File: src/rtl/alu_op_issuer_pkg.sv
// rtl/alu_op_issuer_pkg.sv - shared unit codes, state encoding and default widths for alu_op_issuer
package alu_op_issuer_pkg;

   localparam int DEF_DATA_W  = 8;
   localparam int DEF_TIMEOUT = 16;

   localparam logic [1:0] UNIT_ARITH = 2'b00;
   localparam logic [1:0] UNIT_LOGIC = 2'b01;
   localparam logic [1:0] UNIT_CMP   = 2'b10;
   localparam logic [1:0] UNIT_SHIFT = 2'b11;

   typedef enum logic [1:0] {
      ST_IDLE = 2'd0,
      ST_EXEC = 2'd1,
      ST_RESP = 2'd2
   } state_e;

endpackage

File: src/rtl/alu_fun_decoder.sv
// rtl/alu_fun_decoder.sv - unit-select field to one-hot enable vector and result mux select
module alu_fun_decoder
   import alu_op_issuer_pkg::*;
(
   input  logic [1:0] unit_sel,
   output logic [3:0] enable_vec,
   output logic [1:0] mux_sel
);

   // enable_vec bit order is {shift, cmp, logic, arith}
   always_comb begin
      enable_vec = 4'b0000;
      unique case (unit_sel)
         UNIT_ARITH: enable_vec = 4'b0001;
         UNIT_LOGIC: enable_vec = 4'b0010;
         UNIT_CMP:   enable_vec = 4'b0100;
         UNIT_SHIFT: enable_vec = 4'b1000;
      endcase
      mux_sel = unit_sel;
   end

endmodule

File: src/rtl/alu_op_issuer.sv
// rtl/alu_op_issuer.sv - issues one ALU command at a time over unit enable/flag and returns the result
// Optional flag-wait timeout compiled in with ALU_OP_ISSUER_TIMEOUT_EN.
module alu_op_issuer
   import alu_op_issuer_pkg::*;
#(
   parameter int DATA_W  = DEF_DATA_W,
   parameter int RES_W   = 2 * DATA_W,
   parameter int TIMEOUT = DEF_TIMEOUT
) (
   input  logic              clk,
   input  logic              rst,
   input  logic              cmd_valid,
   output logic              cmd_ready,
   input  logic [DATA_W-1:0] cmd_A,
   input  logic [DATA_W-1:0] cmd_B,
   input  logic [3:0]        cmd_fun,
   output logic [DATA_W-1:0] unit_A,
   output logic [DATA_W-1:0] unit_B,
   output logic [1:0]        unit_fun,
   output logic              arith_enable,
   output logic              logic_enable,
   output logic              cmp_enable,
   output logic              shift_enable,
   input  logic [RES_W-1:0]  arith_out,
   input  logic [DATA_W-1:0] logic_out,
   input  logic [DATA_W-1:0] cmp_out,
   input  logic [DATA_W-1:0] shift_out,
   input  logic              arith_flag,
   input  logic              logic_flag,
   input  logic              cmp_flag,
   input  logic              shift_flag,
   output logic              res_valid,
   input  logic              res_ready,
   output logic [RES_W-1:0]  res_data,
   output logic [1:0]        res_unit,
   output logic              res_err
);

   if (TIMEOUT < 1) begin : g_timeout_check
      $error("alu_op_issuer: TIMEOUT must be at least 1");
   end

   logic [3:0]        dec_en;
   logic [1:0]        dec_sel;

   state_e            state_q, state_d;
   logic [3:0]        en_q, en_d;
   logic [DATA_W-1:0] unit_a_q, unit_a_d;
   logic [DATA_W-1:0] unit_b_q, unit_b_d;
   logic [1:0]        unit_fun_q, unit_fun_d;
   logic [1:0]        sel_q, sel_d;
   logic              res_valid_q, res_valid_d;
   logic [RES_W-1:0]  res_data_q, res_data_d;
   logic [1:0]        res_unit_q, res_unit_d;
   logic [RES_W-1:0]  unit_res;
   logic              flag_hit;

`ifdef ALU_OP_ISSUER_TIMEOUT_EN
   localparam int CNT_W = $clog2(TIMEOUT + 1);
   logic [CNT_W-1:0] cnt_q, cnt_d;
   logic             res_err_q, res_err_d;
`endif

   alu_fun_decoder u_dec (
      .unit_sel   (cmd_fun[3:2]),
      .enable_vec (dec_en),
      .mux_sel    (dec_sel)
   );

   always_comb begin
      state_d     = state_q;
      en_d        = en_q;
      unit_a_d    = unit_a_q;
      unit_b_d    = unit_b_q;
      unit_fun_d  = unit_fun_q;
      sel_d       = sel_q;
      res_valid_d = res_valid_q;
      res_data_d  = res_data_q;
      res_unit_d  = res_unit_q;
`ifdef ALU_OP_ISSUER_TIMEOUT_EN
      cnt_d       = cnt_q;
      res_err_d   = res_err_q;
`endif

      // Masking with the held enable makes flags of unselected units irrelevant.
      flag_hit = |({shift_flag, cmp_flag, logic_flag, arith_flag} & en_q);

      unique case (sel_q)
         UNIT_ARITH: unit_res = arith_out;
         UNIT_LOGIC: unit_res = RES_W'(logic_out);
         UNIT_CMP:   unit_res = RES_W'(cmp_out);
         UNIT_SHIFT: unit_res = RES_W'(shift_out);
      endcase

      case (state_q)
         ST_IDLE: begin
            if (cmd_valid) begin
               unit_a_d   = cmd_A;
               unit_b_d   = cmd_B;
               unit_fun_d = cmd_fun[1:0];
               en_d       = dec_en;
               sel_d      = dec_sel;
               state_d    = ST_EXEC;
`ifdef ALU_OP_ISSUER_TIMEOUT_EN
               cnt_d      = '0;
`endif
            end
         end
         ST_EXEC: begin
            if (flag_hit) begin
               res_data_d  = unit_res;
               res_unit_d  = sel_q;
               res_valid_d = 1'b1;
               en_d        = 4'b0000;
               state_d     = ST_RESP;
`ifdef ALU_OP_ISSUER_TIMEOUT_EN
               res_err_d   = 1'b0;
            end else if (cnt_q == CNT_W'(TIMEOUT - 1)) begin
               res_data_d  = '0;
               res_unit_d  = sel_q;
               res_err_d   = 1'b1;
               res_valid_d = 1'b1;
               en_d        = 4'b0000;
               state_d     = ST_RESP;
            end else begin
               cnt_d       = cnt_q + CNT_W'(1);
`endif
            end
         end
         ST_RESP: begin
            if (res_ready) begin
               res_valid_d = 1'b0;
               state_d     = ST_IDLE;
            end
         end
         default: state_d = ST_IDLE;
      endcase
   end

   always_ff @(posedge clk) begin
      if (!rst) begin
         state_q     <= ST_IDLE;
         en_q        <= '0;
         unit_a_q    <= '0;
         unit_b_q    <= '0;
         unit_fun_q  <= '0;
         sel_q       <= '0;
         res_valid_q <= 1'b0;
         res_data_q  <= '0;
         res_unit_q  <= '0;
`ifdef ALU_OP_ISSUER_TIMEOUT_EN
         cnt_q       <= '0;
         res_err_q   <= 1'b0;
`endif
      end else begin
         state_q     <= state_d;
         en_q        <= en_d;
         unit_a_q    <= unit_a_d;
         unit_b_q    <= unit_b_d;
         unit_fun_q  <= unit_fun_d;
         sel_q       <= sel_d;
         res_valid_q <= res_valid_d;
         res_data_q  <= res_data_d;
         res_unit_q  <= res_unit_d;
`ifdef ALU_OP_ISSUER_TIMEOUT_EN
         cnt_q       <= cnt_d;
         res_err_q   <= res_err_d;
`endif
      end
   end

   assign cmd_ready    = (state_q == ST_IDLE);
   assign unit_A       = unit_a_q;
   assign unit_B       = unit_b_q;
   assign unit_fun     = unit_fun_q;
   assign arith_enable = en_q[0];
   assign logic_enable = en_q[1];
   assign cmp_enable   = en_q[2];
   assign shift_enable = en_q[3];
   assign res_valid    = res_valid_q;
   assign res_data     = res_data_q;
   assign res_unit     = res_unit_q;
`ifdef ALU_OP_ISSUER_TIMEOUT_EN
   assign res_err      = res_err_q;
`else
   assign res_err      = 1'b0;
`endif

endmodule
File: config.mk
export PLATFORM = sky130hd
export DESIGN_NAME = alu_op_issuer
export DESIGN_NICKNAME = d
export VERILOG_FILES = /design/src/rtl/alu_op_issuer_pkg.sv /design/src/rtl/alu_fun_decoder.sv /design/src/rtl/alu_op_issuer.sv
export SDC_FILE = /design/constraint.sdc
export NUM_CORES = 1
export LEC_CHECK = 0
export CORE_ASPECT_RATIO = 0.6
export CORE_UTILIZATION = 39
export DETAILED_ROUTE_END_ITERATION = 16
export PLACE_DENSITY_LB_ADDON = 0.3
export SLEW_MARGIN = 20
export SYNTH_ARGS = -nofsm -noshare
export SYNTH_HDL_FRONTEND = slang
export SYNTH_SLANG_ARGS = --single-unit
File: constraint.sdc
create_clock -name clk -period 1.7 [get_ports clk]
set_input_delay 0.34 -clock clk [delete_from_list [all_inputs] [get_ports clk]]
set_output_delay 0.34 -clock clk [all_outputs]
set_load 0.01 [all_outputs]
==> metrics.txt <==
status=finished clean; TritonCTS Sinks=45; register bit total from synthesis=45; # IOs=111; crit path cell chain=nor2_1, clkdlybuf4s50_1; Unique masters post-synth=29; DRT Wirelength=5660 um; fraction of layout cells with a size suffix above 1=11.4%; clk slew on worst S/H paths=90 ps; post-synthesis sequential area ratio=43.2%; initial cell density of the core=40.9%; Critical Path Sink Type=primary output; Vias=2030; initial DRC count=57; Cell Area, Synth=0.00209 sq mm; ant diodes=0; wire per inst=14.2 um; DR vias/cell=5.10; R2R Setup Slk=220 ps; I/O Buffers=109; Die Span Y=58.7 um; row count=20; setup TNS=0 ps; Total Routing Usage GR=20.6%; period utilization=96.4%; Post-Synthesis Cells=224; Critical Path AT=1300 ps; max incr delay on CP=530 ps; RSZ-0062 raised after global routing=no; HPWL Detailed=4150 um; Fin Clk Skew=7.12 ps; P_leak=1.26 nW; clk_lat worst skew=300 ps; htree depth=2; slowest stage cell, crit path=clkdlybuf4s50_1; CP required=1360 ps; layout net count=399; cts hold-fix bufs=0; chip width=96.4 um; Rel. slew slack=61.7%; Final Hold Fails=0; syn nets=292; Main synth FF type=dfxtp_1; Final ANT Viol Nets=0; Synth top cells by count=nand2_1, dfxtp_1, nand3_1; Crit Path Class=reg2out; clock root buffer=clkbuf_8; CP max FO=6; worst hold path type=reg2reg; Inserted Clock Buffers=5; Period minus WS final=1640 ps; largest net degree at the start of global routing=41; Ys Warns=0; Layout Utilization=67.1%; Power Dens Cells=785 mW/mm^2; first-pass GRT wire length=8900 um; max_cap viols=0; fmax=610 MHz; setup violators final=0; initial antenna violation count=0; nature of the critical path startpoint=register; asr flop ratio synth=0%; vias in the first global route=1898; Synth top area share=43.2%; Yosys top cell by area=dfxtp_1; measured slew at the worst slew-check pin=572 ps; clock tree buffer depth=2; count of final max-slew check failures=0; die area=0.00566 sq mm; CTS tree=built; Total Power=2.69 mW; drt drc=0; drt pass-1 iters=4; gp weighted congestion=0.733; hold slack=453 ps; maximum vdd drop=0.000426 V; Core Area=0.00510 sq mm; total gr overflow=0; EDFF count, synth=0; synth top area cells=dfxtp_1, nand2_1, mux4_2; area grow syn2layout=64.0%; average cell area after synthesis=9.32 sq um; top-count cell post-synth=nand2_1
==> where the power goes <==
group / leakage [nW] / internal (mW) / switching [mW]
combinational: 0.818 / 0.352 / 0.223
clock: 0.0681 / 0.584 / 0.364
sequential: 0.369 / 1.12 / 0.0493
total: 1.26 / 2.05 / 0.636
==> per-layer routing <==
metal | up-vias | global-route usage, % | routed length, um
met5 | - | 0 | 0
met4 | 0 | 3.78 | 19
met3 | 3 | 6.20 | 497
met2 | 75 | 32.8 | 2470
met1 | 940 | 28.1 | 2670
li1 | 1012 | - | -
==> sequential cells by signal, indices dropped and copies added (netlist names) <==
name       flops
res_unit       2
unit_A         8
en_q           4
unit_fun       2
res_data      16
state_q        2
unit_B         8
res_valid      1
sel_q          2
==> critical path: cells and delay by family, from the launching register on <==
kind,cells,cell delay [ps]
simple gates,1,90
flops,1,370
buf+inv,1,530
==> worst paths after layout <==
| path | startpoint | end | cells after the start |
|---|---|---|---|
| setup reg to reg | sel_q[0]$_SDFFE_PN0P_ | res_data[3]$_SDFFE_PN0P_ | 4 |
| hold / removal | unit_B[7]$_SDFFE_PN0P_ | unit_B[7]$_SDFFE_PN0P_ | 2 |
| hold reg to reg | unit_B[7]$_SDFFE_PN0P_ | unit_B[7]$_SDFFE_PN0P_ | 2 |
| setup / recovery | state_q[0]$_SDFFE_PN0P_ | cmd_ready | 2 |
==> timing repair <==
action	4_1_cts	5_1_grt
resized for setup	0	6
endpoints found under the setup margin	0	5
buffers inserted	0	0
==> cells in the final DEF (no fill, tap or decap), types with 5 or more instances in the layout <==
cell	Yosys	final
nand3_1	21	21
a21boi_0	18	18
mux2i_1	10	10
o211ai_1	8	8
dfxtp_1	45	39
dfxtp_2	0	6
nand4_1	8	8
buf_4	3	6
clkdlybuf4s50_1	0	108
nand2_1	60	60
mux4_2	8	8
clkbuf_8	0	5
==> kinds of logic after synthesis <==
family,after synthesis,synth area share [%]
compound gates,41,16.4
simple gates,99,21.9
other cells,1,0.180
buf+inv,20,4.92
flops,45,43.2
mux,18,13.4
==> through the flow <==
step | setup WS [ps] | instances | cell area, sq um
after global routing | 3.47 | 398 | 3420
after floorplan | 389 | 224 | 2090
after CTS | 13.9 | 398 | 3420
after global placement | 60.0 | 390 | 3280
after detailed placement | 32.9 | 390 | 3280
final | 60.4 | 398 | 3420
==> final cells by class <==
class / instances / area (sq um)
Fill cell: 454 / 1680
Timing Repair Buffer: 119 / 1210
Multi-Input combinational cell: 159 / 1080
Sequential cell: 45 / 908
Tap cell: 66 / 82.6
Clock buffer: 5 / 68.8
Clock inverter: 3 / 65.1
Inverter: 1 / 3.75
(Power assumes the default switching activity.)
